## src/rtl/mlp_neuron_engine_if.sv

```systemverilog
// Bundles the MLP engine's handshake, weight-write and command signals.
// master: the controller/consumer side; slave: the engine side.
interface mlp_neuron_engine_if #(
    parameter int unsigned M  = 3,
    parameter int unsigned N  = 2,
    parameter int unsigned DW = 8
);
    localparam int unsigned WAW = $clog2((M-1)*N*(N+1));
    localparam int unsigned LW  = $clog2(M-1);
    localparam int unsigned NW  = $clog2(N);

    logic            in_valid;
    logic            in_ready;
    logic [N*DW-1:0] in_data;
    logic            w_we;
    logic [WAW-1:0]  w_addr;
    logic [DW-1:0]   w_data;
    logic            read_en;
    logic            write_en;
    logic [LW-1:0]   layer_addr;
    logic [NW-1:0]   neuron_addr;
    logic            done_in;
    logic            out_valid;
    logic            out_ready;
    logic [N*DW-1:0] out_data;
    logic            err;

    modport master (
        output in_valid, in_data, w_we, w_addr, w_data, read_en, write_en,
               layer_addr, neuron_addr, done_in, out_ready,
        input  in_ready, out_valid, out_data, err
    );

    modport slave (
        input  in_valid, in_data, w_we, w_addr, w_data, read_en, write_en,
               layer_addr, neuron_addr, done_in, out_ready,
        output in_ready, out_valid, out_data, err
    );
endinterface

```

## src/rtl/mlp_neuron_engine.sv

```systemverilog
// Fully-connected MLP neuron engine: holds per-layer activations and
// weights/biases, evaluates one neuron per controller command with
// zero-cycle latency (fixed-point MAC, ReLU, saturation) and presents the
// last layer as the result vector.
// Ports: clk, rst (sync, active-high), bus (slave side of mlp_neuron_engine_if:
// input handshake, weight writes, read/write commands, done, output handshake, err).
module mlp_neuron_engine #(
    parameter int unsigned M    = 3,
    parameter int unsigned N    = 2,
    parameter int unsigned DW   = 8,
    parameter int unsigned FRAC = 4
) (
    input logic               clk,
    input logic               rst,
    mlp_neuron_engine_if.slave bus
);
    localparam int unsigned WN   = (M-1)*N*(N+1);
    localparam int unsigned WAW  = $clog2(WN);
    localparam int unsigned AW   = 2*DW + $clog2(N+1);
    localparam int unsigned LW   = $clog2(M-1);
    localparam int unsigned LIW  = $clog2(M);
    localparam int unsigned NW   = $clog2(N);
    localparam int unsigned MAXV = 2**(DW-1) - 1;

    typedef enum logic [1:0] {LOAD, RUN, HOLD} state_t;

    state_t                 state_q, state_d;
    logic signed [DW-1:0]   act_q [M][N];
    logic signed [DW-1:0]   act_d [M][N];
    logic signed [DW-1:0]   wgt_q [WN];
    logic                   err_q, err_d;
    logic                   in_ready_q;
    logic                   out_valid_q;
    logic [N*DW-1:0]        out_data_q, out_data_d;
    logic                   cmd_ok;
    logic [WAW-1:0]         base;
    logic signed [AW-1:0]   acc, shifted;
    logic signed [DW-1:0]   res;
    logic                   w_ok;

    assign w_ok = bus.w_we && (32'(bus.w_addr) < WN);

    // Next state, command evaluation, error detection and output staging.
    always_comb begin
        state_d    = state_q;
        act_d      = act_q;
        err_d      = err_q;
        out_data_d = '0;
        cmd_ok     = 1'b0;
        base       = '0;
        acc        = '0;
        shifted    = '0;
        res        = '0;

        if (bus.read_en != bus.write_en) begin
            err_d = 1'b1;
        end else if (bus.read_en) begin
            if (state_q != RUN || bus.layer_addr > LW'(M-2) ||
                32'(bus.neuron_addr) > N-1) begin
                err_d = 1'b1;
            end else begin
                cmd_ok = 1'b1;
            end
        end

        if (bus.w_we && !w_ok) begin
            err_d = 1'b1;
        end

        // MAC reads registered weights, so a same-cycle weight write is not seen.
        if (cmd_ok) begin
            base = WAW'((32'(bus.layer_addr)*N + 32'(bus.neuron_addr))*(N+1));
            acc  = AW'(wgt_q[base + WAW'(N)]) <<< FRAC;
            for (int k = 0; k < N; k++) begin
                acc = acc + AW'(act_q[LIW'(bus.layer_addr)][NW'(k)]) *
                            AW'(wgt_q[base + WAW'(k)]);
            end
            shifted = acc >>> FRAC;
            if (shifted < 0) begin
                res = '0;
            end else if (shifted > $signed(AW'(MAXV))) begin
                res = DW'(MAXV);
            end else begin
                res = DW'(shifted);
            end
            act_d[LIW'(32'(bus.layer_addr) + 1)][bus.neuron_addr] = res;
        end

        case (state_q)
            LOAD: begin
                if (bus.in_valid && in_ready_q) begin
                    for (int k = 0; k < N; k++) begin
                        act_d[0][NW'(k)] = bus.in_data[k*DW +: DW];
                    end
                    state_d = RUN;
                end
            end
            RUN: begin
                if (bus.done_in) begin
                    state_d = HOLD;
                end
            end
            HOLD: begin
                if (out_valid_q && bus.out_ready) begin
                    state_d = LOAD;
                end
            end
            default: state_d = LOAD;
        endcase

        // Result includes a command completing in the same cycle as done_in.
        if (state_d == HOLD) begin
            for (int k = 0; k < N; k++) begin
                out_data_d[k*DW +: DW] = act_d[M-1][NW'(k)];
            end
        end
    end

    // State and storage registers.
    always_ff @(posedge clk) begin
        if (rst) begin
            state_q     <= LOAD;
            act_q       <= '{default: '0};
            wgt_q       <= '{default: '0};
            err_q       <= 1'b0;
            in_ready_q  <= 1'b1;
            out_valid_q <= 1'b0;
            out_data_q  <= '0;
        end else begin
            state_q     <= state_d;
            act_q       <= act_d;
            err_q       <= err_d;
            in_ready_q  <= (state_d == LOAD);
            out_valid_q <= (state_d == HOLD);
            out_data_q  <= out_data_d;
            if (w_ok) begin
                wgt_q[bus.w_addr] <= bus.w_data;
            end
        end
    end

    assign bus.in_ready  = in_ready_q;
    assign bus.out_valid = out_valid_q;
    assign bus.out_data  = out_data_q;
    assign bus.err       = err_q;
endmodule

```

## src/flat_wrapper.sv

```systemverilog
// flat-port wrapper written by rule: the top's interface ports become plain ports
module mlp_neuron_engine_flat 
#(
    parameter int unsigned M    = 3,
    parameter int unsigned N    = 2,
    parameter int unsigned DW   = 8,
    parameter int unsigned FRAC = 4
)
  (clk, rst, bus_in_valid, bus_in_data, bus_w_we, bus_w_addr, bus_w_data, bus_read_en, bus_write_en, bus_layer_addr, bus_neuron_addr, bus_done_in, bus_out_ready, bus_in_ready, bus_out_valid, bus_out_data, bus_err);
  mlp_neuron_engine_if #(.M(M), .N(N), .DW(DW)) bus_i ();
  input logic clk;
  input logic rst;
  input wire logic [$bits(bus_i.in_valid)-1:0] bus_in_valid;
  input wire logic [$bits(bus_i.in_data)-1:0] bus_in_data;
  input wire logic [$bits(bus_i.w_we)-1:0] bus_w_we;
  input wire logic [$bits(bus_i.w_addr)-1:0] bus_w_addr;
  input wire logic [$bits(bus_i.w_data)-1:0] bus_w_data;
  input wire logic [$bits(bus_i.read_en)-1:0] bus_read_en;
  input wire logic [$bits(bus_i.write_en)-1:0] bus_write_en;
  input wire logic [$bits(bus_i.layer_addr)-1:0] bus_layer_addr;
  input wire logic [$bits(bus_i.neuron_addr)-1:0] bus_neuron_addr;
  input wire logic [$bits(bus_i.done_in)-1:0] bus_done_in;
  input wire logic [$bits(bus_i.out_ready)-1:0] bus_out_ready;
  output wire logic [$bits(bus_i.in_ready)-1:0] bus_in_ready;
  output wire logic [$bits(bus_i.out_valid)-1:0] bus_out_valid;
  output wire logic [$bits(bus_i.out_data)-1:0] bus_out_data;
  output wire logic [$bits(bus_i.err)-1:0] bus_err;
  assign bus_i.in_valid = bus_in_valid;
  assign bus_i.in_data = bus_in_data;
  assign bus_i.w_we = bus_w_we;
  assign bus_i.w_addr = bus_w_addr;
  assign bus_i.w_data = bus_w_data;
  assign bus_i.read_en = bus_read_en;
  assign bus_i.write_en = bus_write_en;
  assign bus_i.layer_addr = bus_layer_addr;
  assign bus_i.neuron_addr = bus_neuron_addr;
  assign bus_i.done_in = bus_done_in;
  assign bus_i.out_ready = bus_out_ready;
  assign bus_in_ready = bus_i.in_ready;
  assign bus_out_valid = bus_i.out_valid;
  assign bus_out_data = bus_i.out_data;
  assign bus_err = bus_i.err;
  mlp_neuron_engine #(.M(M), .N(N), .DW(DW), .FRAC(FRAC)) u_core (.clk(clk), .rst(rst), .bus(bus_i));
endmodule
```

## config.mk

```make
export PLATFORM = sky130hd
export DESIGN_NAME = mlp_neuron_engine_flat
export DESIGN_NICKNAME = d
export VERILOG_FILES = /design/src/rtl/mlp_neuron_engine_if.sv /design/src/rtl/mlp_neuron_engine.sv /design/src/flat_wrapper.sv
export SDC_FILE = /design/constraint.sdc
export NUM_CORES = 1
export LEC_CHECK = 0
export ABC_CLOCK_PERIOD_IN_PS = 1600
export CORE_ASPECT_RATIO = 1.75
export CORE_UTILIZATION = 33
export DETAILED_ROUTE_END_ITERATION = 6
export GPL_TIMING_DRIVEN = 0
export PLACE_DENSITY = 0.89
export SYNTH_ARGS = -nofsm -noshare
export SYNTH_HDL_FRONTEND = slang
export SYNTH_SLANG_ARGS = --single-unit
export TNS_END_PERCENT = 100
```

## constraint.sdc

```tcl
create_clock -name clk -period 1.6 [get_ports clk]
set_input_delay 0.32 -clock clk [delete_from_list [all_inputs] [get_ports clk]]
set_output_delay 0.32 -clock clk [all_outputs]
set_load 0.01 [all_outputs]
```

==> flow_summary_export.csv <==
group,metric,value,unit
detailed_routing,num_vias,563,
placement,gp_congestion,0.7837,
clock_network,clockBufferDepth,2,
sta,setup_viol_count_final,0,
layout,fill_cells,240,
setup_path,slowest_stage,"clkdlybuf4s50_1",
synth,synth_cell_types,22,
global_route,grt_start_max_net_pins,13,
global_route,grt_pass1_vias,514,
synth,syn_inst,66,
setup_path,r2r_cells,3,
detailed_routing,antenna_left,0,
setup_path,end_kind,"primary output",
setup_path,critPathTopFamily,"buffers and inverters",
global_route,grt_pass1_wl,2.283,mm
detailed_routing,avgViaCountPerCell,4.540,
floorplan,core,2302,um^2
floorplan,die_w,39.18,um
run_status,status,"finished clean",
min_path,holdPathStages,1,
setup_path,startpoint,"u_core.bus.in_ready",
clock_network,htree_levels,1,
power_and_ir_drop,ir_drop,0.6764,mV
detailed_routing,wl_per_cell,11.56,um
layout,multi_input_area,321.6,um^2
detailed_routing,drt_wl_total,1.434,mm
clock_network,clock_latency,0.25,ns
detailed_routing,route.detailed.drc,0,
global_route,grtUsageTotal,12.61,%
placement,io_buffers,22,
global_route,grt_overflow_total,0,
synth,ys_warn_count,0,
clock_network,post-cts-setup-buffer-count,0,
placement,dp_hpwl,1.051,mm
floorplan,dieHeight,67.07,um
sta,worst_slew_pin_slew,0.6085,ns
floorplan,dieArea,2628,um^2
setup_path,max_stage_delay,0.54,ns
sta,hold_violations,0,
sta,final_max_slew_viol_count,0,
min_path,hold_start,"u_core.act_q[12]",
setup_path,startpoint_type,"register",
setup_path,critPathKind,"reg -> out",
layout,final_layout_size_suffix_gt1_share,22.22,%
setup_path,path_cells,"clkdlybuf4s50_1",
sta,max_freq,688.9,MHz
detailed_routing,first_pass_iters,4,
setup_path,r2r_start,"u_core.state_q[0]",
detailed_routing,initialDrtViolationCount,18,
clock_network,cts-root-buf,"clkbuf_8",
setup_path,worst_ep_arrival_time,1.13,ns
setup_path,critPathRequiredTime,1.28,ns
global_route,antenna_found_initial,0,
clock_network,clkTransAtPathRegs,0.07,ns
min_path,worst_hold_path_type,"reg -> reg",
layout,regArea,420.4,um^2
setup_path,crit_cells,1,
clock_network,holdBufCountCts,0,
synth,netlist_area,798.3,um^2
floorplan,ioPinCount,57,
layout,finish.utilization,48.75,%
layout,n_antenna_cell,0,
run,drv_cap,0,
floorplan,start_util,34.67,%
placement,postPlaceCellArea,1076,um^2
sta,rsz0062_at_grt,"false",
setup_path,cp_num_buf_inv,1,
layout,area_growth,40.60,%
sta,skew,0.002516,ns
synth,syn_avg_cell_area,12.09,um^2
power_and_ir_drop,power_density,904.1,nW/um^2
layout,final_cell_mix,"clkdlybuf4s50_1 (22), dfxtp_1 (21), and2_1 (8), buf_4 (8), conb_1 (8)",
sta,fin_crit_sh,90.73,%
floorplan,num_rows,23,
layout,final_area,1122,um^2
power_and_ir_drop,leakagePower,0.4509,nW
clock_network,cts_tree,"done",
clock_network,cts_buffers,3,
sta,max_slew_margin,59.43,%
sta,fin_crit,1.452,ns
layout,final_common_cell,"clkdlybuf4s50_1",
synth,synth-seq-cells,21,
clock_network,postCtsResizedCells,0,
layout,nNetsFinal,138,
clock_network,clock_sinks,21,
synth,seq_area_frac_synth,52.66,%
sta,finalSetupTns,0,ns
setup_path,path_max_fanout,2,
power_and_ir_drop,total_power,0.001015,W
[final timing paths]
| check | to | slack, ns |
|---|---|---|
| setup / recovery | bus_in_ready | 0.15 |
| hold / removal | u_core.act_q[12] | 0.45 |
| setup reg to reg | u_core.act_q[15] | 0.36 |
| hold reg to reg | u_core.act_q[12] | 0.45 |
[cell usage after synthesis, drive strengths merged]
cell type / instances / area (um^2)
inv: 2 / 7.510
a21oi: 1 / 5.000
mux2i: 1 / 10.01
and3b: 1 / 8.760
nor3: 1 / 16.27
nor2: 2 / 7.510
buf: 10 / 75.07
o31a: 1 / 8.760
conb: 1 / 3.750
nand2b: 1 / 6.260
nor4b: 8 / 113.9
nand3b: 2 / 27.53
a31oi: 2 / 12.51
nand2: 2 / 7.510
a211oi: 1 / 7.510
o21ba: 1 / 10.01
dfxtp: 21 / 420.4
and2: 8 / 50.05
[registers in the layout, indices dropped and copies added (netlist names)]
name and cells:
u_core.act_q 8, u_core.bus.in_ready 1, u_core.bus.err 1, u_core.bus.out_data 8, u_core.state_q 2, u_core.bus.out_valid 1
[report_power, final]
part           switching, W  internal (W)
Clock              0.000163      0.000173
Combinational     0.0000605     0.0000731
Sequential        0.0000102      0.000535
[layout make-up]
class	count	share of cell area (%)
clock buffer	3	3.679
clock inverter	1	0.4459
buffer	10	6.689
tap	25	2.787
multi-input combinational	40	28.65
sequential	21	37.46
inverter	2	0.6689
timing repair buffer	22	19.62
[through the flow]
stage                     setup WS [ns]  instances  hold slack (ns)
after detailed placement       -0.07621        120           0.4408
after CTS                        0.1412        124           0.4597
after global routing             0.1056        124           0.4736
after global placement         -0.03217        120           0.4324
final                            0.1483        124           0.4544
after floorplan                  0.5113         73           0.3914
[per-layer routing]
layer | up-vias | wire length (um) | track usage, %
li1 | 275 | - | -
met1 | 267 | 540 | 14.08
met2 | 19 | 803 | 21.04
met3 | 2 | 71 | 2.000
met4 | 0 | 18 | 7.759
met5 | - | 0 | 0
[logic make-up (layout without fill, tap and decap cells)]
kind of cell           after synthesis  count (layout)  synth area share [%]
AND/OR/NAND/NOR                     25              25                 29.78
flip-flops                          21              21                 52.66
buffers and inverters               12              38                 10.34
AO/OA/AOI/OAI                        6               6                 5.486
other                                1               8                0.4698
multiplexers                         1               1                 1.254
No activity file was read; power rests on OpenSTA's default activity.
